<file path="src/rtl/ram_pkg.sv">
// ram_pkg: shared constants, state encoding and byte-merge helper for ram_sdp
package ram_pkg;
    localparam int RDW_OLD = 0;
    localparam int RDW_NEW = 1;
    localparam int MAX_W = 1024;

    typedef enum logic {ST_CLEAR, ST_RUN} state_t;

    function automatic logic [MAX_W-1:0] byte_merge(input logic [MAX_W-1:0] old_w,
                                                    input logic [MAX_W-1:0] new_w,
                                                    input logic [MAX_W/8-1:0] be);
        byte_merge = old_w;
        for (int i = 0; i < MAX_W/8; i++)
            if (be[i]) byte_merge[8*i +: 8] = new_w[8*i +: 8];
    endfunction
endpackage

</file>
<file path="src/rtl/ram_sdp.sv">
// ram_sdp: simple dual-port RAM with byte-enable writes, registered read with valid,
// selectable read-during-write result and an optional post-reset clear sweep.
module ram_sdp
    import ram_pkg::*;
#(
    parameter int DATA_W         = 32,
    parameter int ADDR_W         = 5,
    parameter int RDW_MODE       = RDW_OLD,
    parameter int CLEAR_ON_RESET = 1
) (
    input  logic              clk,
    input  logic              rst,
    input  logic              wren,
    input  logic [ADDR_W-1:0] w_addr,
    input  logic [DATA_W-1:0] w_data,
    input  logic [DATA_W/8-1:0] w_be,
    input  logic              rden,
    input  logic [ADDR_W-1:0] r_addr,
    output logic [DATA_W-1:0] r_data,
    output logic              r_valid,
    output logic              busy
);
    localparam int DEPTH = 2**ADDR_W;
    localparam int NB    = DATA_W/8;

    generate
        if (DATA_W % 8 != 0 || DATA_W > MAX_W) begin : g_chk
            $error("ram_sdp: DATA_W must be a multiple of 8 and at most MAX_W");
        end
    endgenerate

    logic [DATA_W-1:0] r_mem [DEPTH];
    state_t            r_state, w_state_nxt;
    logic [ADDR_W-1:0] r_cnt;
    logic              w_clr, w_wr, w_rd, w_rdw;
    logic [DATA_W-1:0] w_merged;

    always_ff @(posedge clk) begin
        if (rst) begin
            r_state <= (CLEAR_ON_RESET != 0) ? ST_CLEAR : ST_RUN;
            r_cnt   <= '0;
        end else begin
            r_state <= w_state_nxt;
            r_cnt   <= w_clr ? r_cnt + 1'b1 : r_cnt;
        end
    end

    always_comb begin
        w_state_nxt = (r_state == ST_CLEAR && r_cnt == ADDR_W'(DEPTH-1)) ? ST_RUN : r_state;
    end

    always_comb begin
        busy     = r_state == ST_CLEAR;
        w_clr    = !rst && busy;
        w_wr     = !rst && !busy && wren;
        w_rd     = !busy && rden;
        w_rdw    = RDW_MODE == RDW_NEW && w_wr && w_addr == r_addr;
        w_merged = DATA_W'(byte_merge(MAX_W'(r_mem[r_addr]), MAX_W'(w_data), (MAX_W/8)'(w_be)));
    end

    // Lane-wise writes keep the byte-write RAM template recognisable to synthesis
    always_ff @(posedge clk) begin
        if (w_clr)
            r_mem[r_cnt] <= '0;
        else if (w_wr)
            for (int i = 0; i < NB; i++)
                if (w_be[i]) r_mem[w_addr][8*i +: 8] <= w_data[8*i +: 8];
    end

    always_ff @(posedge clk) begin
        if (rst) begin
            r_data  <= '0;
            r_valid <= 1'b0;
        end else begin
            r_valid <= w_rd;
            if (w_rd) r_data <= w_rdw ? w_merged : r_mem[r_addr];
        end
    end
endmodule

</file>
<file path="config.mk">
export PLATFORM = sky130hd
export DESIGN_NAME = ram_sdp
export DESIGN_NICKNAME = d
export VERILOG_FILES = /design/src/rtl/ram_pkg.sv /design/src/rtl/ram_sdp.sv
export SDC_FILE = /design/constraint.sdc
export NUM_CORES = 1
export LEC_CHECK = 0
export BUFFER_PORTS_ARGS = -buffer_cell sky130_fd_sc_hd__buf_2
export CAP_MARGIN = 20
export CORE_UTILIZATION = 55
export DETAILED_ROUTE_END_ITERATION = 7
export HOLD_SLACK_MARGIN = 0.06
export PLACE_DENSITY = 0.73
export SYNTH_ARGS = -nofsm -noshare
export SYNTH_HDL_FRONTEND = slang
export SYNTH_SLANG_ARGS = --single-unit
</file>
<file path="constraint.sdc">
create_clock -name clk -period 6.5 [get_ports clk]
set_input_delay 0.65 -clock clk [delete_from_list [all_inputs] [get_ports clk]]
set_output_delay 0.65 -clock clk [all_outputs]
set_load 0.03 [all_outputs]
</file>
==> load_flow_metrics.sql, run 1 <==
INSERT INTO impl_metrics (metric_group, metric, value, unit) VALUES
('cells_and_area', 'layout-area-overhead-vs-synth', '10.97', '%'),
('timing', 'layout_worst_path_cycle_share', '57.85', '%'),
('cts', 'postCtsSetupRepairBufs', '0', ''),
('routing', 'routed-via-count', '23000', ''),
('power_and_ir_drop', 'power_per_cell_area', '291.9', 'mW/mm^2'),
('timing', 'setup-violations-final', '0', ''),
('power_and_ir_drop', 'vdd_ir_drop_max', '0.0002361', 'V'),
('cts', 'ctsRootBufferMaster', 'sky130_fd_sc_hd__clkbuf_16', ''),
('synth', 'mappedNetlistArea', '0.04218', 'mm^2'),
('timing', 'worst-slew-pin-transition', '1.160', 'ns'),
('synth', 'synth-warning-count', '0', ''),
('cells_and_area', 'final_cell_mix', '1024 x sky130_fd_sc_hd__edfxtp_1, 516 x sky130_fd_sc_hd__mux2i_1, 256 x sky130_fd_sc_hd__a22oi_1, 170 x sky130_fd_sc_hd__nor2_1, 132 x sky130_fd_sc_hd__a21oi_1', ''),
('cells_and_area', 'multi_input_area', '0.009803', 'mm^2'),
('timing', 'setup_tns', '0', 'ns'),
('synth', 'yosys.cell_types.count', '33', ''),
('routing', 'routed_wire_length_per_instance', '27.09', 'um'),
('synth', 'seq_area_frac_synth', '74.76', '%'),
('worst_setup_path', 'path_buf_inv', '0', ''),
('cells_and_area', 'layout_cells_sized_above_1', '12.75', '%'),
('cells_and_area', 'fin_util', '61.62', '%'),
('die', 'fp.coreArea', '0.07595', 'mm^2'),
('synth', 'yosys_register_bits', '1063', ''),
('worst_setup_path', 'cp_common_cell', 'sky130_fd_sc_hd__nand2_1', ''),
('cells_and_area', 'fillCellCount', '5346', ''),
('timing', 'final_hold_slack', '0.3338', 'ns'),
('global_routing', 'antenna_violations_before_repair', '2', ''),
('status', 'run_status', 'finished, final reports clean', ''),
('worst_setup_path', 'timing.critical_path.cells', 'nand2_1 > nor3_2 > mux2i_1 > nand2_1 > nor2_1', ''),
('place', 'detailed_place_hpwl', '61590', 'um'),
('routing', 'drc', '0', ''),
('timing', 'period_needed', '3.760', 'ns'),
('cts', 'ctsHtreeMaxLevel', '3', ''),
('global_routing', 'grt_pass1_vias', '22800', ''),
('worst_setup_path', 'critical_path_required', '6.78', 'ns'),
('die', 'die_h', '278.9', 'um'),
('cts', 'clkLatencyLatePin', '0.66', 'ns'),
('die', 'rows', '101', ''),
('routing', 'postRouteWirelength', '99770', 'um'),
('timing', 'timing.fmax', '266.0', 'MHz'),
('cts', 'cts-hold-fix-buffers', '0', ''),
('worst_setup_path', 'critPathMaxFanout', '13', ''),
('die', 'floorplan.die.width', '278.9', 'um'),
('place', 'port_buffers', '83', ''),
('worst_setup_path', 'r2r_setup_slack', '2.74', 'ns'),
('cts', 'max-clock-path-buffers', '3', ''),
('timing', 'slew_viol_final', '0', ''),
('die', 'dieArea', '0.07780', 'mm^2'),
('cts', 'tritoncts', 'built', ''),
('worst_setup_path', 'crit_path_end_kind', 'flip-flop', ''),
('synth', 'synth_nets', '2521', ''),
('global_routing', 'grt_start_max_net_pins', '93', ''),
('timing', 'finClkSkew', '0.01746', 'ns'),
('timing', 'max-slew-margin-rel', '20.46', '%'),
('power_and_ir_drop', 'cellLeakagePower', '15.45', 'nW'),
('global_routing', 'grt_overflow', '0', ''),
('routing', 'ant_nets', '0', ''),
('worst_setup_path', 'cpMaxStageDelayCell', 'sky130_fd_sc_hd__mux2i_1', ''),
('die', 'initial_core_util', '55.53', '%'),
('worst_setup_path', 'cp_data_arrival_time', '4.04', 'ns'),
('routing', 'drt_first_iter_violations', '2804', ''),
('synth', 'post_synth_inst_count', '2469', ''),
('die', 'pin_count', '84', ''),
('global_routing', 'grt.total_usage', '25.64', '%'),
('synth', 'top_post_synthesis_cells_by_area', 'sky130_fd_sc_hd__edfxtp_1 73%, sky130_fd_sc_hd__mux2i_1 12%, sky130_fd_sc_hd__a22oi_1 4.6%', ''),
('cts', 'cts.repair.resized', '0', ''),
('cts', 'clock_sinks', '1063', ''),
('cts', 'clock_pin_slew_on_the_worst_setup_and_hold_paths', '0.06', 'ns'),
('cells_and_area', 'finalInstanceArea', '0.04680', 'mm^2'),
('timing', 'hold_viol', '0', ''),
('worst_setup_path', 'criticalPathCategory', 'flip-flop to flip-flop', ''),
('synth', 'post-synth-top-area-fraction', '72.91', '%');
-- final timing paths --
kind,startpoint,end,cells past startpoint
min,w_data[12],r_mem[31][12],2
max reg2reg,r_state,r_mem[26][4],5
min reg2reg,r_data[14],r_data[14],2
max,r_state,r_mem[26][4],5
-- where the power goes --
group | switching (W) | internal [W] | total (W)
logic | 0.000354 | 0.000173 | 0.000528
registers | 0.0000144 | 0.00744 | 0.00746
clock network | 0.00242 | 0.00326 | 0.00568
total | 0.00279 | 0.0109 | 0.0137
-- routing by layer --
layer / wire (um) / vias up / GRT usage [%]
li1: - / 10010 / -
met3: 8231 / 180 / 4.376
met1: 39590 / 11610 / 34.87
met5: 0 / - / 0
met2: 48790 / 1189 / 42.22
met4: 3157 / 0 / 8.509
-- stage by stage --
stage	worst slack, ns	instances
global route	2.569	3681
CTS	2.825	3681
floorplan	3.675	2469
detailed placement	2.698	3498
finish	2.740	3683
global placement	2.629	3496
-- cell type report --
| type | count | area share (%) |
|---|---|---|
| Tap cell | 1030 | 2.754 |
| Multi-Input combinational cell | 1256 | 20.95 |
| Clock inverter | 52 | 0.9678 |
| Antenna cell | 2 | 0.01069 |
| Sequential cell | 1063 | 67.37 |
| Timing Repair Buffer | 148 | 2.128 |
| Inverter | 1 | 0.008020 |
| Clock buffer | 131 | 5.817 |
-- logic make-up (layout without fill, tap and decap cells) --
logic type | Yosys count | after routing | synth area share (%)
flip-flops | 1063 | 1063 | 74.76
adder cells (fa/ha/maj) | 2 | 2 | 0.05932
other | 0 | 2 | 0
buffers and inverters | 150 | 332 | 2.154
AO/OA/AOI/OAI | 436 | 436 | 7.342
XOR/XNOR | 3 | 3 | 0.06231
AND/OR/NAND/NOR | 297 | 297 | 3.326
multiplexers | 518 | 518 | 12.30
-- state kept, by name, indices dropped and copies added (netlist names) --
register,flops
r_state,1
r_cnt,5
r_mem,1024
r_valid,1
r_data,32
-- synthesized netlist by cell type, drive strengths merged --
cell type     n
nor3         10
nand2b        6
buf          62
nor3b         1
or4          33
and3          1
xnor2         2
clkbuf       87
a21oi       133
a41oi         6
nor2b         8
nand2        24
nor4          7
nor2        171
a22oi       256
xor2          1
a31oi         9
or2           1
mux2          2
dfxtp        39
inv           1
edfxtp     1024
and2         34
a211oi       32
and4          1
mux2i       516
ha            2
Note: power is estimated with default switching activity, not from simulation.
==> run 2, diff against run 1 <==
Settings changed: ABC_AREA set to 1.
Clock period 6.5 ns to 3.83 ns, I/O delays scaled along.
==> run 2 against run 1 <==
Against the previous run:
- utilization is 0.48 points higher
- die area grew 4.7%
- routed wire length increased by 11%
- via count is 28% higher
- global-route usage up 1.5 points
- register-to-register slack got worse by 1.9 ns
- power rose by 77%
- synthesized area up 4.8%
- clock skew rose by 0.0049 ns
- non-clock buffer count grew 41
- combinational power is 140% higher
- largest cell class unchanged
- largest power group unchanged
- highest routed layer unchanged
==> load_flow_metrics.sql, run 2 <==
INSERT INTO impl_metrics (metric_group, metric, value, unit) VALUES
('global_routing', 'grt_start_max_net_pins', '162', ''),
('global_routing', 'grt_pass1_vias', '27860', ''),
('worst_setup_path', 'critical_path_required', '4.12', 'ns'),
('timing', 'layout_worst_path_cycle_share', '78.10', '%'),
('worst_setup_path', 'cp_data_arrival_time', '3.28', 'ns'),
('die', 'initial_core_util', '55.75', '%'),
('timing', 'final_hold_slack', '0.2223', 'ns'),
('status', 'run_status', 'finished, final reports clean', ''),
('synth', 'syn_avg_cell_area', '11.57', 'um^2'),
('synth', 'yosys_register_bits', '1063', ''),
('cts', 'cts.repair.resized', '0', ''),
('die', 'die_h', '285.5', 'um'),
('cells_and_area', 'layout-area-overhead-vs-synth', '11.40', '%'),
('routing', 'routed_wire_length_per_instance', '22.26', 'um'),
('cts', 'cts_inserted_buffers', '103', ''),
('cts', 'clock_pin_slew_on_the_worst_setup_and_hold_paths', '0.07', 'ns'),
('synth', 'netlist_top_cells_count', '1328 x sky130_fd_sc_hd__nand2_1, 1024 x sky130_fd_sc_hd__edfxtp_1, 835 x sky130_fd_sc_hd__nand3_1', ''),
('cells_and_area', 'registers.top_by_ff_count', 'r_mem', ''),
('worst_setup_path', 'crit_path_end_kind', 'flip-flop', ''),
('worst_setup_path', 'cpMaxStageDelayCell', 'sky130_fd_sc_hd__nor3_2', ''),
('routing', 'drt_first_iter_violations', '3714', ''),
('cells_and_area', 'largest_register_ffs', '1024', ''),
('synth', 'synthFlopType', 'sky130_fd_sc_hd__edfxtp_1', ''),
('synth', 'mappedNetlistArea', '0.04419', 'mm^2'),
('routing', 'drc', '0', ''),
('place', 'port_buffers', '83', ''),
('worst_setup_path', 'critPathTopFamily', 'simple AND/OR/NAND/NOR gates', ''),
('die', 'floorplan.die.width', '285.5', 'um'),
('worst_setup_path', 'cp-start-kind', 'input port', ''),
('global_routing', 'grt_first_pass_wirelength', '166500', 'um'),
('synth', 'synthMostInstantiatedCell', 'sky130_fd_sc_hd__nand2_1', ''),
('synth', 'seq_area_frac_synth', '71.35', '%'),
('timing', 'period_needed', '2.991', 'ns'),
('worst_hold_path', 'hold_path.class', 'input port to flip-flop', ''),
('worst_setup_path', 'cpPeakStageDelay', '0.68', 'ns'),
('cts', 'max-clock-path-buffers', '3', ''),
('cts', 'ctsRootBufferMaster', 'sky130_fd_sc_hd__clkbuf_16', ''),
('synth', 'yosys.cell_types.count', '25', ''),
('worst_setup_path', 'path_buf_inv', '4', ''),
('cts', 'tritoncts', 'built', ''),
('cells_and_area', 'final_cell_mix', '1328 x sky130_fd_sc_hd__nand2_1, 1024 x sky130_fd_sc_hd__edfxtp_1, 835 x sky130_fd_sc_hd__nand3_1, 106 x sky130_fd_sc_hd__clkbuf_16, 97 x sky130_fd_sc_hd__nor3_2', ''),
('power_and_ir_drop', 'cellLeakagePower', '18.54', 'nW'),
('die', 'fp.coreArea', '0.07926', 'mm^2'),
('timing', 'worst-slew-pin-transition', '1.048', 'ns'),
('synth', 'synthDominantAreaCellType', 'sky130_fd_sc_hd__edfxtp_1', ''),
('timing', 'setup-violations-final', '0', ''),
('synth', 'synth_async_sr_flop_share', '0', '%'),
('synth', 'number_of_enable_flip_flop_cells_after_synthesis', '1024', ''),
('synth', 'top_post_synthesis_cells_by_area', 'sky130_fd_sc_hd__edfxtp_1 70%, sky130_fd_sc_hd__nand2_1 11%, sky130_fd_sc_hd__nand3_1 9.5%', ''),
('flow_run', 'number_of_violations_of_the_max_capacitance_limit', '0', ''),
('cts', 'clkLatencyLatePin', '0.65', 'ns'),
('die', 'pin_count', '84', ''),
('timing', 'slew_viol_final', '0', ''),
('synth', 'post_synth_inst_count', '3819', ''),
('routing', 'routed-via-count', '29400', ''),
('synth', 'synth_nets', '3871', ''),
('routing', 'ant_nets', '0', ''),
('global_routing', 'antenna_violations_before_repair', '0', ''),
('routing', 'vias_per_cell', '5.896', ''),
('worst_setup_path', 'timing.critical_path.cells', 'dlygate4sd3_1 > buf_2 > inv_2 > nand2_4 > nor2_8 > o21ai_2 > nand2_4 > nand2_1 > o21ai_2 > nand2_2 > buf_4 > nor3_2', ''),
('cells_and_area', 'seqCellArea', '0.03153', 'mm^2'),
('timing', 'timing.fmax', '334.3', 'MHz'),
('cells_and_area', 'nets', '3900', ''),
('cells_and_area', 'antenna_diode_instance_count', '0', ''),
('cts', 'clock_sinks', '1063', ''),
('cells_and_area', 'layout_cells_sized_above_1', '13.08', '%'),
('cts', 'cts-hold-fix-buffers', '2', ''),
('die', 'dieArea', '0.08148', 'mm^2'),
('cells_and_area', 'multi_input_area', '0.01132', 'mm^2'),
('cells_and_area', 'most_common_cell_after_layout_fill_and_taps_aside', 'sky130_fd_sc_hd__nand2_1', ''),
('timing', 'grt_setup_unrepaired', 'false', ''),
('place', 'detailed_place_hpwl', '61790', 'um'),
('worst_setup_path', 'criticalPathCategory', 'input port to flip-flop', ''),
('place', 'gp_congestion', '0.8595', ''),
('routing', 'postRouteWirelength', '111000', 'um'),
('cts', 'ctsHtreeMaxLevel', '3', ''),
('timing', 'finClkSkew', '0.02240', 'ns'),
('timing', 'max-slew-margin-rel', '30.12', '%'),
('cells_and_area', 'instances_no_fill', '4987', ''),
('synth', 'post-synth-top-area-fraction', '69.59', '%'),
('global_routing', 'grt.total_usage', '27.12', '%'),
('cts', 'postCtsSetupRepairBufs', '0', ''),
('worst_setup_path', 'critPathMaxFanout', '32', ''),
('power_and_ir_drop', 'power_per_cell_area', '490.0', 'mW/mm^2'),
('timing', 'hold_viol', '0', ''),
('routing', 'drt-pass1-iter-count', '8', ''),
('synth', 'synth-warning-count', '0', ''),
('timing', 'setup_tns', '0', 'ns'),
('power_and_ir_drop', 'vdd_ir_drop_max', '0.0003130', 'V'),
('cells_and_area', 'reg.largest.list', 'r_mem: 1024 flops, r_data: 32 flops, r_cnt: 5 flops', ''),
('place', 'cell_count_post_placement', '4790', ''),
('global_routing', 'grt_overflow', '0', ''),
('die', 'rows', '103', ''),
('cells_and_area', 'fillCellCount', '6025', '');
[run 2: changes by cell type after synthesis, moves of 52 or more]
cell	before	now
sky130_fd_sc_hd__nand3_1	0	835
sky130_fd_sc_hd__nor2_1	171	35
sky130_fd_sc_hd__a22oi_1	256	0
sky130_fd_sc_hd__mux2i_1	516	0
sky130_fd_sc_hd__nand2_1	24	1328
sky130_fd_sc_hd__clkbuf_1	84	159
sky130_fd_sc_hd__nor3_2	0	97
sky130_fd_sc_hd__inv_1	1	53
sky130_fd_sc_hd__a21oi_1	133	34
[run 2: kinds of logic after synthesis]
group	count (synthesis)	synth area share [%]
adders and majority gates	2	0.05662
buffers and inverters	322	3.205
DFF	1063	71.35
AOI/OAI and AO/OA	81	1.121
and+or+nand+nor	2351	24.26
[run 2: through the flow]
| step | instance area (um^2) | worst slack (ns) | power, W | utilization (%) |
|---|---|---|---|---|
| after detailed placement | 45750 | 0.7525 | 0.01412 | 57.72 |
| after global placement | 45750 | 0.8495 | 0.01410 | 57.72 |
| final | 49220 | 0.8386 | 0.02412 | 62.11 |
| after CTS | 49200 | 0.8764 | 0.02418 | 62.08 |
| after floorplan | 44190 | 1.437 | 0.01371 | - |
| after global routing | 49220 | 0.6772 | 0.02473 | 62.11 |
[run 2: final cells by class]
type                            instances  share of cell area, %
Timing Repair Buffer                  189                  2.821
Tap cell                             1050                  2.669
Inverter                               57                 0.4702
Clock buffer                          140                  5.831
Multi-Input combinational cell       2434                  23.00
Clock inverter                         54                  1.154
Sequential cell                      1063                  64.05
[run 2: per-layer routing]
metal / vias up / wire, um / GRT usage, %
li1: 13460 / - / -
met1: 14060 / 44450 / 37.86
met2: 1669 / 52630 / 43.53
met3: 221 / 10660 / 4.394
met4: 0 / 3252 / 9.492
met5: - / 0 / 0
[run 2: worst reg2reg max path: cells and delay by family, from the launching register on]
family | cells | cell delay (ns)
flip-flops | 1 | 0.43
buffers and inverters | 1 | 0.37
AO/OA/AOI/OAI | 2 | 0.22
AND/OR/NAND/NOR | 6 | 1.60
[run 2: worst paths after layout]
check	startpoint	to	slack, ns	depth (start not counted)
setup / recovery	rst	r_mem[11][31]	0.84	12
hold / removal	w_data[3]	r_mem[16][3]	0.22	3
setup reg to reg	r_state	r_mem[11][31]	0.85	9
hold reg to reg	r_data[28]	r_data[28]	0.53	2
[run 2: report_power, final]
part           internal, W  switching [W]
combinational     0.000324       0.000942
sequential          0.0126      0.0000184
clock              0.00599        0.00423
total               0.0189        0.00519
